[src/rtl/ram_access_arbiter.sv]
// ram_access_arbiter
// Shares one single-port data RAM between the processor load/store port and a
// button-driven inspection (view) port. The view port only reads: the buttons
// step view_addr and the block re-reads that word so it can be displayed.
//
// CPU handshake: cpu_req is raised together with cpu_we/cpu_addr/cpu_wdata and
// all four are held unchanged until cpu_ack. cpu_ack is a one-cycle pulse that
// marks completion; on a read, cpu_rdata is valid in that cycle and keeps its
// value until the next read completes. A requester that keeps cpu_req high
// after the ack cycle is seen as issuing a new access.
module ram_access_arbiter #(
  parameter int ADDR_W     = 16,
  parameter int DATA_W     = 32,
  parameter int DEB_CYCLES = 4,
  parameter int STARVE_MAX = 8
) (
  input  logic              clk,
  input  logic              rst,
  input  logic              cpu_req,
  input  logic              cpu_we,
  input  logic [ADDR_W-1:0] cpu_addr,
  input  logic [DATA_W-1:0] cpu_wdata,
  output logic              cpu_ack,
  output logic [DATA_W-1:0] cpu_rdata,
  input  logic [2:0]        btn,
  output logic [ADDR_W-1:0] view_addr,
  output logic [DATA_W-1:0] view_data,
  output logic              view_valid,
  output logic [ADDR_W-1:0] ram_addr,
  output logic [DATA_W-1:0] ram_wdata,
  output logic              ram_we,
  input  logic [DATA_W-1:0] ram_q,
  output logic [2:0]        state_dbg
);

  localparam int CNT_W    = $clog2(DEB_CYCLES + 1);
  localparam int STARVE_W = $clog2(STARVE_MAX + 1);

  typedef enum logic [2:0] {
    IDLE       = 3'd0,
    CPU_ISSUE  = 3'd1,
    CPU_WAIT   = 3'd2,
    VIEW_ISSUE = 3'd3,
    VIEW_WAIT  = 3'd4
  } state_t;

  state_t state;
  state_t state_next;

  logic                grant_cpu;
  logic                grant_view;
  logic                view_pending;
  logic [STARVE_W-1:0] starve_cnt;

  // Button path: sync1/sync2 synchronize the raw active-low levels; pressed
  // holds the debounced level (1 = accepted as pressed).
  logic [2:0]            sync1;
  logic [2:0]            sync2;
  logic [2:0]            pressed;
  logic [2:0][CNT_W-1:0] deb_cnt;
  logic [2:0]            differs;
  logic [2:0]            at_limit;
  logic [2:0]            press_evt;
  logic                  evt;
  logic [ADDR_W-1:0]     addr_next;

  assign state_dbg = state;

  // Two-stage synchronizer; idles high so reset never looks like a press.
  always_ff @(posedge clk or negedge rst) begin
    if (!rst) begin
      sync1 <= '1;
      sync2 <= '1;
    end else begin
      sync1 <= btn;
      sync2 <= sync1;
    end
  end

  // A sample "differs" when the synchronized level disagrees with the
  // accepted level; the DEB_CYCLES-th consecutive differing sample flips it.
  always_comb begin
    differs   = '0;
    at_limit  = '0;
    press_evt = '0;
    for (int i = 0; i < 3; i++) begin
      differs[i]   = (~sync2[i]) != pressed[i];
      at_limit[i]  = deb_cnt[i] == CNT_W'(DEB_CYCLES - 1);
      press_evt[i] = differs[i] && at_limit[i] && !pressed[i];
    end
  end

  // Debounce counters: count consecutive differing samples, restart on any
  // agreeing sample, flip the accepted level when the run is long enough.
  always_ff @(posedge clk or negedge rst) begin
    if (!rst) begin
      pressed <= '0;
      deb_cnt <= '0;
    end else begin
      for (int i = 0; i < 3; i++) begin
        if (!differs[i]) begin
          deb_cnt[i] <= '0;
        end else if (at_limit[i]) begin
          deb_cnt[i] <= '0;
          pressed[i] <= ~pressed[i];
        end else begin
          deb_cnt[i] <= deb_cnt[i] + CNT_W'(1);
        end
      end
    end
  end

  // Pick one event per cycle (clear > increment > decrement); events that
  // lose arbitration in the same cycle are dropped.
  always_comb begin
    evt       = |press_evt;
    addr_next = view_addr;
    if (press_evt[2]) begin
      addr_next = '0;
    end else if (press_evt[0]) begin
      addr_next = view_addr + ADDR_W'(1);
    end else if (press_evt[1]) begin
      addr_next = view_addr - ADDR_W'(1);
    end
  end

  // FSM state register.
  always_ff @(posedge clk or negedge rst) begin
    if (!rst) begin
      state <= IDLE;
    end else begin
      state <= state_next;
    end
  end

  // Next-state and grant decision. In the cycle cpu_ack is high the still
  // asserted cpu_req belongs to the finished access, so IDLE makes no grant
  // at all; this keeps a continuously requesting CPU from being handed the
  // view slot early and makes the starvation bound count whole accesses.
  always_comb begin
    state_next = state;
    grant_cpu  = 1'b0;
    grant_view = 1'b0;
    case (state)
      IDLE: begin
        if (!cpu_ack) begin
          if (cpu_req && (!view_pending || starve_cnt < STARVE_W'(STARVE_MAX))) begin
            grant_cpu  = 1'b1;
            state_next = CPU_ISSUE;
          end else if (view_pending) begin
            grant_view = 1'b1;
            state_next = VIEW_ISSUE;
          end
        end
      end
      // ram_we still carries the granted cpu_we during CPU_ISSUE.
      CPU_ISSUE:  state_next = ram_we ? IDLE : CPU_WAIT;
      CPU_WAIT:   state_next = IDLE;
      VIEW_ISSUE: state_next = VIEW_WAIT;
      VIEW_WAIT:  state_next = IDLE;
      default:    state_next = IDLE;
    endcase
  end

  // Datapath: RAM port registers, CPU completion, view result and the view
  // address. Button events are applied last so they win over a view grant or
  // completion on the same edge (the read in flight used the old address).
  always_ff @(posedge clk or negedge rst) begin
    if (!rst) begin
      cpu_ack      <= 1'b0;
      cpu_rdata    <= '0;
      view_addr    <= '0;
      view_data    <= '0;
      view_valid   <= 1'b0;
      ram_addr     <= '0;
      ram_wdata    <= '0;
      ram_we       <= 1'b0;
      view_pending <= 1'b1;
      starve_cnt   <= '0;
    end else begin
      cpu_ack <= 1'b0;
      if (grant_cpu) begin
        ram_addr  <= cpu_addr;
        ram_wdata <= cpu_wdata;
        ram_we    <= cpu_we;
        if (view_pending) begin
          starve_cnt <= starve_cnt + STARVE_W'(1);
        end
      end else if (grant_view) begin
        ram_addr     <= view_addr;
        ram_we       <= 1'b0;
        view_pending <= 1'b0;
        starve_cnt   <= '0;
      end
      case (state)
        CPU_ISSUE: begin
          ram_we <= 1'b0;
          if (ram_we) begin
            cpu_ack <= 1'b1;
          end
        end
        CPU_WAIT: begin
          cpu_rdata <= ram_q;
          cpu_ack   <= 1'b1;
        end
        VIEW_WAIT: begin
          view_data <= ram_q;
          if (!view_pending) begin
            view_valid <= 1'b1;
          end
        end
        default: ;
      endcase
      if (evt) begin
        view_addr    <= addr_next;
        view_pending <= 1'b1;
        view_valid   <= 1'b0;
      end
    end
  end

endmodule
[config.mk]
export PLATFORM = sky130hd
export DESIGN_NAME = ram_access_arbiter
export DESIGN_NICKNAME = d
export VERILOG_FILES = /design/src/rtl/ram_access_arbiter.sv
export SDC_FILE = /design/constraint.sdc
export NUM_CORES = 1
export LEC_CHECK = 0
export BUFFER_PORTS_ARGS = -buffer_cell sky130_fd_sc_hd__buf_2
export CAP_MARGIN = 20
export CORE_MARGIN = 2
export CORE_UTILIZATION = 55
export DETAILED_ROUTE_END_ITERATION = 12
export PLACE_DENSITY = 0.86
export SLEW_MARGIN = 30
export SYNTH_ARGS = -nofsm -noshare
export SYNTH_HDL_FRONTEND = slang
export SYNTH_SLANG_ARGS = --single-unit
[constraint.sdc]
create_clock -name clk -period 5.4 [get_ports clk]
set_input_delay 0 -clock clk [delete_from_list [all_inputs] [get_ports clk]]
set_output_delay 0 -clock clk [all_outputs]
set_load 0.01 [all_outputs]
# Word-level counts from Yosys, hierarchy flattened
# Cells that the tools add are included.
# word_totals
reg_bits	157
input_bits	87
wordCells	110
# classes
n_addsub	6
magnitude_cmp	1
eq_ne	15
n_mux	36
n_bitwise	6
n_reduce_logical	27
# op_table
operator	n
2-to-1 mux 16 bit	5
2-to-1 mux 3 bit	9
adder 16 x 1 -> 16 bit (second input constant)	1
2-to-1 mux 1 bit	16
AND reduction 2 bit	8
subtractor 16 x 1 -> 16 bit (second input constant)	1
== test 3 x 2 -> 1 bit (second input constant)	5
2-to-1 mux 4 bit	3
adder 3 x 1 -> 3 bit (second input constant)	3
one-hot mux 3 bit (3 select lines)	1
logical AND 1 bit	7
inequality test 2 x 1 -> 1 bit (second input constant)	3
NOT 1 bit	6
nonzero test 2 bit	3
nonzero test 3 bit	2
adder 4 x 1 -> 4 bit (second input constant)	1
zero test 1 bit	4
less-than comparator 4 bit (second input constant)	1
== test 3 x 1 -> 1 bit (second input constant)	1
== test 3 bit (second input constant)	1
zero test 3 bit	1
inequality test 1 bit	3
inequality test 3 bit (second input constant)	1
OR reduction 3 bit	1
other kinds (4)	4

# Depth between registers and ports, before layout
# Gate-level depths: netlist (run 1).
# depth
ltp_word	9
ltp_mapped	11
ltp_nobuf	9

# Worst setup path before layout (run 1)
# No wires, ideal clock.
# synth_timing
kind	register to register
from	register deb_cnt[0] (netlist bit)
to	register view_addr[15]
setup_time_ns	0.125
t_arrival_ns	2.871
t_required_ns	5.275
slack_ns	2.404
stages_incl_launch_ff	12
path_buffers	2
cell_sequence	dfrtp_1 -> ha_1 -> or4b_1 -> buf_2 -> ha_1 -> buf_4 -> nand4_1 -> nor4b_2 -> nor2_1 -> a211o_1 -> a211oi_2 -> mux2_4
# synth_via
elab_chain_cells	5
elab_cells_between_ends	8
classes_between	eq/ne: 1; mux: 2; reduce/logical: 5
# synth_lines
item	line_no	rtl
start, declared	60	logic [2:0][CNT_W-1:0] deb_cnt;
start signal, assigned by index	107	deb_cnt[i] <= deb_cnt[i] + CNT_W'(1);
== test 3 x 2 -> 1 bit *	88	at_limit[i] = deb_cnt[i] == CNT_W'(DEB_CYCLES - 1);
logical AND 1 bit * (2 in series)	89	press_evt[i] = differs[i] && at_limit[i] && !pressed[i];
nonzero test 3 bit (no source line) (tied with other cells)	--	
AND reduction 2 bit (no source line) or 2-to-1 mux 16 bit (tied branches)	--	
end signal, assigned	215	view_addr <= addr_next;
end, declared	26	output logic [ADDR_W-1:0] view_addr,
# Mark *: on every way between the ends. The rest lies on a longest branch, timed or not.
# A chain may end at the register's enable or synchronous reset.

# Worst setup path in the final report (run 1)
# Same ends and word-level chain as after synthesis.

==> results.py, run 1 <==
metrics = {
    "outcome": {
        "status": "complete, no violations",
    },
    "cts": {
        "clk_pin_slew_worst_paths_ns": 0.06,
        "cts_root_buffer": "clkbuf_16",
        "cts_tree": "done",
        "htree_levels": 4,
        "post_cts_resize_count": 0,
        "clock_latency_ns": 0.42,
        "tritoncts_num_sinks": 157,
        "max-clock-path-buffers": 2,
        "cts_made_buffers": 17,
    },
    "finish": {
        "finish.utilization_pct": 78.6,
        "multi_input_gate_area_um2": 2690,
        "area_growth_pct": 39.7,
        "seqCellArea_um2": 3940,
        "drive_above_1_share_pct": 44.6,
        "layout.cells.most_common_list": "219 x buf_2, 150 x dfrtp_1, 96 x mux2_2",
        "fillers": 672,
        "finalNetCount": 932,
        "final_common_cell": "buf_2",
    },
    "timing": {
        "finalSetupViolCount": 0,
        "finalHoldViolCount": 0,
        "final_period_minus_worst_setup_slack_ns": 3.57,
        "final-max-slew-violation-count": 0,
        "fin_crit_sh_pct": 66.2,
        "max-slew-margin-rel_pct": 38.9,
        "timing.setup.tns_ns": 0,
        "worstMarginPinSlew_ns": 0.916,
        "timing.fmax_ghz": 0.280,
        "post_route_skew_ns": 0.0134,
        "rsz0062_at_grt": "false",
    },
    "logic_synthesis": {
        "post_syn_area_per_cell_um2": 13.1,
        "synth_cell_type_count": 51,
        "mappedNetlistNets": 623,
        "yosys_register_bits": 157,
        "mappedNetlistArea_um2": 6730,
        "synth_flop_cell": "dfrtp_1",
        "synth_enable_flop_cells": 0,
        "post_synth_inst_count": 514,
        "async_reset_ff_share_pct": 100,
        "synth_seq_area_share_pct": 58.5,
        "yosys_warnings": 0,
    },
    "power_and_ir_drop": {
        "peakVddDrop_uv": 382,
        "leakagePower_nw": 4.52,
        "power_density_nw_per_um2": 620,
    },
    "worst_setup_path": {
        "worst_setup_path_start_kind": "register",
        "path_max_fanout": 22,
        "end_kind": "register",
        "worstSetupPathType": "reg2reg",
        "worstPathRequired_ns": 5.70,
        "r2r.worst_path.cells": 9,
        "crit_arrival_ns": 3.88,
    },
    "placement": {
        "dp_hpwl_mm": 11.4,
        "place_congestion": 0.871,
        "port_buffers": 220,
    },
    "die": {
        "die_footprint_um2": 13100,
        "row_count": 40,
        "die_h_um": 115,
        "floorplan.die.width_um": 115,
        "floorplan.core_area_um2": 12000,
        "initial_utilization_pct": 56.2,
        "boundaryPins": 221,
    },
    "grt": {
        "number_of_antenna_violations_at_the_first_check_in_global_routing": 1,
        "first_global_vias": 5849,
        "globalRouteOverflowTotal": 0,
        "wire_length_of_the_first_global_routing_pass_mm": 30.6,
        "grt_start_max_net_pins": 97,
        "grt.total_usage_pct": 30.7,
    },
    "routing": {
        "remaining_drc_errors": 0,
        "wl_mm": 19.3,
        "via_count": 5504,
        "detailedRoute.firstIterationViolations": 384,
        "wire_per_inst_um": 19.7,
        "tritonroute_pass_1_iters": 5,
        "via_per_inst": 5.60,
        "final_antenna_net_count": 0,
    },
    "hold_path": {
        "whs_path_depth": 2,
        "holdCritPathClass": "in2reg",
    },
    "run": {
        "drv.max_cap_violation_count": 0,
    },
}
==> synthesized netlist by cell type (all sizes together) (6+ instances only) <==
cell | number | share of area, %
dfrtp | 150 | 56
mux2 | 97 | 16
nand2 | 55 | 3.1
ha | 21 | 3.9
o21ai | 21 | 1.6
nor2 | 19 | 1.1
a22oi | 17 | 1.9
a21oi | 15 | 1.1
buf | 14 | 1.1
nor3b | 11 | 1.4
xor2 | 10 | 1.3
a21o | 8 | 0.89
dfstp | 7 | 2.7
nand2b | 7 | 0.69
clkbuf | 6 | 0.33
==> stage by stage <==
stage / area, um2 / instances / power (mW) / hold WS, ns / worst slack [ns]
2_1_floorplan: 6730 / 514 / 3.59 / -0.296 / 2.40
6_report: 9400 / 983 / 5.83 / 0.218 / 1.83
3_3_place_gp: 7960 / 865 / 4.39 / 0.106 / 1.96
3_5_place_dp: 7970 / 865 / 4.52 / 0.107 / 1.81
4_1_cts: 9400 / 982 / 5.74 / 0.207 / 1.80
5_1_grt: 9400 / 983 / 6.17 / 0.223 / 1.62
==> cell type report <==
cell class                 count  area share (%)
sequential                   157            41.9
multi-input combinational    332            28.6
timing repair buffer         310            21.3
clock buffer                  20            4.75
tap                          147            1.96
clock inverter                11            1.26
inverter                       5           0.200
antenna                        1          0.0266
==> sequential cells by signal (all words and copies together) (netlist names) <==
name,cells
cpu_rdata,32
ram_wdata,32
view_data,32
ram_addr,16
view_addr,16
deb_cnt,9
starve_cnt,4
pressed,3
state_dbg,3
sync1,3
sync2,3
cpu_ack,1
ram_we,1
view_pending,1
view_valid,1
==> power by group <==
| group | switching, mW | total, mW | internal, mW |
|---|---|---|---|
| registers | 0.396 | 2.13 | 1.73 |
| logic | 1.35 | 2.55 | 1.20 |
| clock network | 0.465 | 1.15 | 0.687 |
==> critical path: stages, from the launching register on <==
cell	delay, ns
dfrtp_1	0.36
ha_1	0.19
or4b_2	0.93
ha_1	0.55
a21o_1	0.21
a2111oi_2	0.05
a211o_1	0.28
a211o_1	0.32
a211oi_2	0.23
mux2_4	0.33
==> metal layers <==
| metal | part of all wire (%) | wire, um | track usage, % | vias to the layer above |
|---|---|---|---|---|
| met5 | 0 | 0 | 0 | - |
| met2 | 53 | 10200 | 53.7 | 249 |
| met1 | 37 | 7170 | 34.7 | 2743 |
| met4 | 3.5 | 668 | 13.8 | 0 |
| li1 | - | - | - | 2450 |
| met3 | 6.5 | 1260 | 8.79 | 62 |
==> cells by family after synthesis <==
group,share of synthesized area [%]
AO/OA/AOI/OAI,8.48
buffers and inverters,1.73
multiplexers,16.4
XOR/XNOR,1.95
adder cells (fa/ha/maj),4.20
flip-flops,58.5
AND/OR/NAND/NOR,8.63
==> path summary, 6_finish.rpt <==
check / start / to / slack [ns]
setup / recovery: deb_cnt[0] / view_addr[15] / 1.83
hold / removal: btn[0] / sync1[0] / 0.22
setup reg to reg: deb_cnt[0] / view_addr[15] / 1.83
hold reg to reg: sync1[1] / sync2[1] / 0.36
max in group asynchronous: rst / ram_wdata[15] / 3.84
min in group asynchronous: rst / view_data[7] / 0.26
==> timing repair <==
item                                   in CTS  in global routing
endpoints found under the hold margin     205                  0
buffers inserted                            0                  0
hold buffers                               86                  0
No activity file was read; power rests on OpenSTA's default activity.
==> inputs of run 2 (changes only) <==
- ABC_AREA: unset -> 1
- CORE_UTILIZATION: 55 -> 46
- PLACE_DENSITY: 0.86 -> 0.76
- clock period: 5.4 -> 3.2 ns (I/O delays scaled with it)
==> run 2 against run 1 <==
Routed wire length decreased by 1.0%. Non-clock buffer count increased by 3. Count of clock-buffer cells in the layout decreased by 2. Clock skew decreased by 0.0041 ns. Via count increased by 16%. Synthesized area increased by 2.9%. Total power increased by 63%.
==> results.py, run 2 <==
metrics = {
    "outcome": {
        "status": "complete, no violations",
    },
    "placement": {
        "placement.cell_area_um2": 8230,
        "place_congestion": 0.866,
        "preCtsSetupSlack_ns": 0.600,
        "port_buffers": 220,
        "dp_hpwl_mm": 12.5,
    },
    "cts": {
        "cts_root_buffer": "clkbuf_16",
        "cts_tree": "done",
        "htree_levels": 4,
        "tritoncts_num_sinks": 157,
        "post_cts_buffers": 0,
        "cts_made_buffers": 17,
        "max-clock-path-buffers": 2,
        "clk_pin_slew_worst_paths_ns": 0.06,
        "cts_hold_buffers": 86,
        "clock_latency_ns": 0.42,
        "post_cts_resize_count": 0,
    },
    "die": {
        "die_footprint_um2": 16000,
        "die_h_um": 127,
        "initial_utilization_pct": 47.3,
        "row_count": 44,
        "floorplan.die.width_um": 127,
        "boundaryPins": 221,
        "floorplan.core_area_um2": 14600,
    },
    "logic_synthesis": {
        "post-synth-top-area-cell": "dfrtp_1",
        "synth_flop_cell": "dfrtp_1",
        "async_reset_ff_share_pct": 100,
        "synth_cell_type_count": 32,
        "yosys.area.top_type_share_pct": 54.2,
        "yosysMostFrequentCell": "nand2_1",
        "post_synth_inst_count": 807,
        "yosys_register_bits": 157,
        "yosys_warnings": 0,
        "synth_seq_area_share_pct": 56.9,
        "mappedNetlistArea_um2": 6920,
        "post_syn_area_per_cell_um2": 8.58,
        "synth_enable_flop_cells": 0,
        "mappedNetlistNets": 916,
        "ys_top_cells_by_count": "310 x nand2_1, 150 x dfrtp_1, 100 x inv_1, 79 x o21ai_0, 31 x nand3_1",
        "yosys-top-cells-area": "dfrtp_1 54%, nand2_1 17%, o21ai_0 5.7%, inv_1 5.4%, ha_1 3.8%",
    },
    "worst_setup_path": {
        "worst_setup_path_start_kind": "register",
        "r2r-end": "view_addr[15]",
        "endpoint": "view_addr[15]",
        "timing.rr.start": "deb_cnt[0]",
        "worst_setup_path_startpoint": "deb_cnt[0]",
        "path_max_fanout": 11,
        "end_kind": "register",
        "r2r.worst_path.cells": 14,
        "worstPathRequired_ns": 3.50,
        "crit_arrival_ns": 2.93,
        "setup.reg_to_reg.worst_slack_ns": 0.57,
        "worstSetupPathType": "reg2reg",
    },
    "timing": {
        "timing.setup.tns_ns": 0,
        "worstMarginPinSlew_ns": 0.693,
        "finalSetupViolCount": 0,
        "timing.fmax_ghz": 0.380,
        "rsz0062_at_grt": "false",
        "finalHoldViolCount": 0,
        "post_route_skew_ns": 0.00934,
        "max-slew-margin-rel_pct": 53.8,
        "final_period_minus_worst_setup_slack_ns": 2.63,
        "postLayoutSetupSlackWorst_ns": 0.568,
        "final-max-slew-violation-count": 0,
        "fin_crit_sh_pct": 82.2,
    },
    "grt": {
        "first_global_vias": 6295,
        "number_of_antenna_violations_at_the_first_check_in_global_routing": 0,
        "wire_length_of_the_first_global_routing_pass_mm": 30.7,
        "globalRouteOverflowTotal": 0,
        "grt.total_usage_pct": 24.2,
        "grt_start_max_net_pins": 84,
    },
    "finish": {
        "insertedDiodeCount": 0,
        "cell_area_after_layout_um2": 9660,
        "area_growth_pct": 39.6,
        "multi_input_gate_area_um2": 2490,
        "reg.largest.list": "cpu_rdata (32), ram_wdata (32), view_data (32)",
        "fillers": 1192,
        "finalNetCount": 1225,
        "finish.utilization_pct": 66.0,
        "final_common_cell": "nand2_1",
        "seqCellArea_um2": 3940,
        "drive_above_1_share_pct": 24.5,
        "layout.cells.most_common_list": "309 x nand2_1, 219 x buf_2, 150 x dfrtp_1",
    },
    "routing": {
        "via_count": 6379,
        "via_per_inst": 4.87,
        "remaining_drc_errors": 0,
        "wl_mm": 19.1,
        "final_antenna_net_count": 0,
        "tritonroute_pass_1_iters": 5,
        "detailedRoute.firstIterationViolations": 432,
        "wire_per_inst_um": 14.6,
    },
    "power_and_ir_drop": {
        "peakVddDrop_uv": 593,
        "power.total_mw": 9.48,
        "leakagePower_nw": 5.38,
        "power_density_nw_per_um2": 981,
    },
    "run": {
        "drv.max_cap_violation_count": 0,
    },
    "hold_path": {
        "holdCritPathClass": "in2async",
    },
}
## run 2: changes by cell type in the layout (fill, tap and decap cells not counted), moves of 5 or more
cell,before,now
nand3_1,4,30
inv_1,5,100
nand2b_1,6,0
mux2_2,96,0
nor3_1,3,8
o211ai_1,0,8
nor2_1,17,23
nor3b_1,9,0
a22oi_1,17,1
xor2_1,10,3
nand2_1,55,309
a21o_1,8,0
o21ai_0,20,79
## run 2: power breakdown
part	switching, mW	total, mW	internal (mW)
Sequential	0.550	3.42	2.87
Clock	0.811	1.96	1.15
Combinational	2.54	4.10	1.56
## run 2: critical path, stage by stage, from the launching register on
cell,delay [ns]
dfrtp_1,0.36
ha_1,0.18
nand2_1,0.09
inv_1,0.10
nand3_1,0.35
buf_4,0.33
ha_1,0.36
nand2_1,0.11
nand2_1,0.07
nand2_1,0.06
nand2_1,0.06
a21oi_1,0.18
nand3_1,0.10
nand3_1,0.09
nand2_1,0.07
## run 2: worst min-delay path by stage
stage                      start       endpoint  slack (ns)  depth (start not counted)
after global placement       rst  view_data[14]        0.06                          1
after CTS                    rst  view_data[14]        0.19                          2
after detailed placement     rst  view_data[14]        0.07                          1
final                        rst  view_data[14]        0.16                          2
after floorplan              rst        cpu_ack       -0.30                          0
after global routing      btn[0]       sync1[0]        0.21                          2
## run 2: area by class of cell
class                      count  share of cell area [%]
sequential                   157                    40.7
multi-input combinational    520                    25.8
timing repair buffer         313                    21.0
clock buffer                  18                    4.44
inverter                     107                    4.16
tap                          184                    2.38
clock inverter                12                    1.45
## run 2: logic make-up after synthesis
kind of cell	synth area share, %
and+or+nand+nor	22.2
DFF	56.9
buffers and inverters	7.32
AOI/OAI and AO/OA	8.77
adders and majority gates	4.08
xor gates and xnor gates	0.759
## run 2: stage by stage
stage | instances | hold WS (ns)
floorplan | 807 | -0.296
global placement | 1195 | 0.0623
detailed placement | 1195 | 0.0671
CTS | 1311 | 0.193
global route | 1311 | 0.214
finish | 1311 | 0.159
## run 2: routing by layer
metal,up-vias,wire [um],GRT usage [%]
met4,0,272,6.92
met5,-,0,0
met1,3023,7880,28.7
met3,21,1260,7.25
li1,3135,-,-
met2,200,9730,42.8
==> inputs of run 3 (changes only) <==
- clock period: 3.2 -> 2.2 ns (I/O delays scaled with it)
==> run 3 against run 2 <==
Total power up 52%. Flip-flop and latch count is the same. Combinational power is 61% higher. Largest cell class unchanged.
==> results.py, run 3 (synthesis results as in run 2) <==
metrics = {
    "die": {
        "boundaryPins": 221,
        "die_h_um": 127,
        "initial_utilization_pct": 47.3,
        "die_footprint_um2": 16000,
        "floorplan.core_area_um2": 14600,
        "row_count": 44,
        "floorplan.die.width_um": 127,
    },
    "grt": {
        "grt_start_max_net_pins": 62,
        "first_global_vias": 6354,
        "globalRouteOverflowTotal": 0,
        "grt.total_usage_pct": 24.8,
        "wire_length_of_the_first_global_routing_pass_mm": 31.6,
        "number_of_antenna_violations_at_the_first_check_in_global_routing": 0,
    },
    "finish": {
        "drive_above_1_share_pct": 29.7,
        "insertedDiodeCount": 0,
        "reg.largest.list": "cpu_rdata (32), ram_wdata (32), view_data (32)",
        "area_growth_pct": 45.6,
        "final_common_cell": "nand2_1",
        "finish.utilization_pct": 68.8,
        "layout.cells.most_common_list": "293 x nand2_1, 219 x buf_2, 150 x dfrtp_1",
        "finalNetCount": 1237,
        "final-instance-count-excl-fill": 1325,
    },
    "worst_setup_path": {
        "critical_path.most_common_cell": "nand2_1",
        "slowest_delay_ns": 0.35,
        "path_max_fanout": 5,
        "worstPathRequired_ns": 2.50,
        "worstSetupPathType": "reg2reg",
        "worstPathCellList": "ha_2, nand2_2, inv_2, nand3_4, clkbuf_16, ha_4, nand2_1, nand3_2, nand2_1, nand2_2, nand2_1, nand2_1, nand2_1, nand3_1, nand2_1",
        "end_kind": "register",
        "r2r.worst_path.cells": 15,
        "worst_setup_path_start_kind": "register",
        "crit_arrival_ns": 2.42,
        "worst_path_max_delay_cell": "dfrtp_1",
    },
    "routing": {
        "final_antenna_net_count": 0,
        "remaining_drc_errors": 0,
        "wl_mm": 20.2,
        "wire_per_inst_um": 15.2,
        "via_count": 6651,
        "detailedRoute.firstIterationViolations": 446,
        "via_per_inst": 5.02,
        "tritonroute_pass_1_iters": 5,
    },
    "timing": {
        "finalHoldViolCount": 0,
        "final-max-slew-violation-count": 0,
        "fin_crit_sh_pct": 96.4,
        "rsz0062_at_grt": "true",
        "finalSetupViolCount": 0,
        "final_period_minus_worst_setup_slack_ns": 2.12,
        "post_route_skew_ns": 0.00676,
        "timing.fmax_ghz": 0.472,
        "finalHoldWorstSlack_ns": 0.127,
        "worstMarginPinSlew_ns": 0.574,
        "max-slew-margin-rel_pct": 61.8,
    },
    "power_and_ir_drop": {
        "power_density_nw_per_um2": 1430,
        "p_int_mw": 8.38,
        "power.total_mw": 14.4,
        "power.clock.fraction_pct": 19.6,
        "fraction_of_power_spent_switching_nets_pct": 42.0,
        "comb_power_share_pct": 45.8,
        "leakagePower_nw": 5.48,
        "peakVddDrop_uv": 730,
        "p_switching_mw": 6.07,
        "seqPwrFrac_pct": 34.6,
    },
    "cts": {
        "clock_latency_ns": 0.42,
        "cts_root_buffer": "clkbuf_16",
        "cts_made_buffers": 17,
        "htree_levels": 4,
        "tritoncts_num_sinks": 157,
        "clk_pin_slew_worst_paths_ns": 0.06,
        "max-clock-path-buffers": 2,
        "cts_tree": "done",
    },
    "hold_path": {
        "holdCritPathClass": "in2async",
    },
    "placement": {
        "dp_hpwl_mm": 12.6,
        "port_buffers": 220,
        "cell_count_post_placement": 1202,
        "place_congestion": 0.904,
    },
    "run": {
        "drv.max_cap_violation_count": 0,
    },
    "outcome": {
        "status": "complete, no violations",
    },
}
## run 3: cell count changes in the layout (fill, tap and decap cells not counted), sizes merged
| cell | delta |
|---|---|
| bufinv | -1 |
| clkinvlp | +1 |
| clkbuf | +1 |
| buf | +11 |
| inv | +2 |
## run 3: final cells by class
type                            count  area (um2)
Fill cell                        1078        4560
Multi-Input combinational cell    520        2770
Timing Repair Buffer              325        2170
Inverter                          107         402
Clock buffer                       18         439
Tap cell                          184         230
Clock inverter                     14         135
Sequential cell                   157        3940
## run 3: power groups by stage
stage / registers, mW / clock network (mW) / logic (mW)
floorplan: 5.48 / 0 / 3.07
global placement: 4.92 / 0 / 5.74
detailed placement: 4.97 / 0 / 5.87
CTS: 4.93 / 2.90 / 6.04
global route: 5.15 / 3.03 / 7.33
finish: 5.00 / 2.83 / 6.61
## run 3: through the flow
step | TNS (ns) | setup WS, ns | instance area (um2)
floorplan | 0 | 0.0512 | 6930
global placement | 0 | 0.0514 | 8310
detailed placement | -0.0344 | -0.0228 | 8310
CTS | 0 | 0.000657 | 9760
global route | -0.272 | -0.0815 | 10100
finish | 0 | 0.0799 | 10100
## run 3: worst paths after layout
| path | slack, ns | startpoint | to |
|---|---|---|---|
| max | 0.08 | deb_cnt[0] | view_addr[11] |
| min | 0.13 | rst | ram_wdata[31] |
| max reg2reg | 0.08 | deb_cnt[0] | view_addr[11] |
| min reg2reg | 0.35 | sync1[0] | sync2[0] |
| max in group asynchronous | 1.28 | rst | ram_addr[8] |
| min in group clk | 0.22 | btn[0] | sync1[0] |
## run 3: what timing repair did
action | CTS | global route
pin swaps | 0 | 11
endpoints found under the setup margin | 4 | 11
gates resized for setup | 2 | 53
buffers inserted | 0 | 3
hold buffers | 86 | 0
gates cloned | 0 | 2
hold endpoints to repair | 176 | 0
## run 3: metal layers
layer | up-vias | share of wire, % | GRT usage (%) | routed length, um
met1 | 3174 | 40 | 29.6 | 7990
met2 | 264 | 51 | 43.9 | 10400
met5 | - | 0 | 0 | 0
met3 | 45 | 6.7 | 6.07 | 1350
met4 | 0 | 2.4 | 8.34 | 479
li1 | 3168 | - | - | -
## run 3: worst max-delay path, delay by kind of cell, from the launching register on
kind / cells / cell delay [ns]
adders and majority gates: 2 / 0.48
DFF: 1 / 0.35
buffers and inverters: 2 / 0.28
and+or+nand+nor: 11 / 0.88
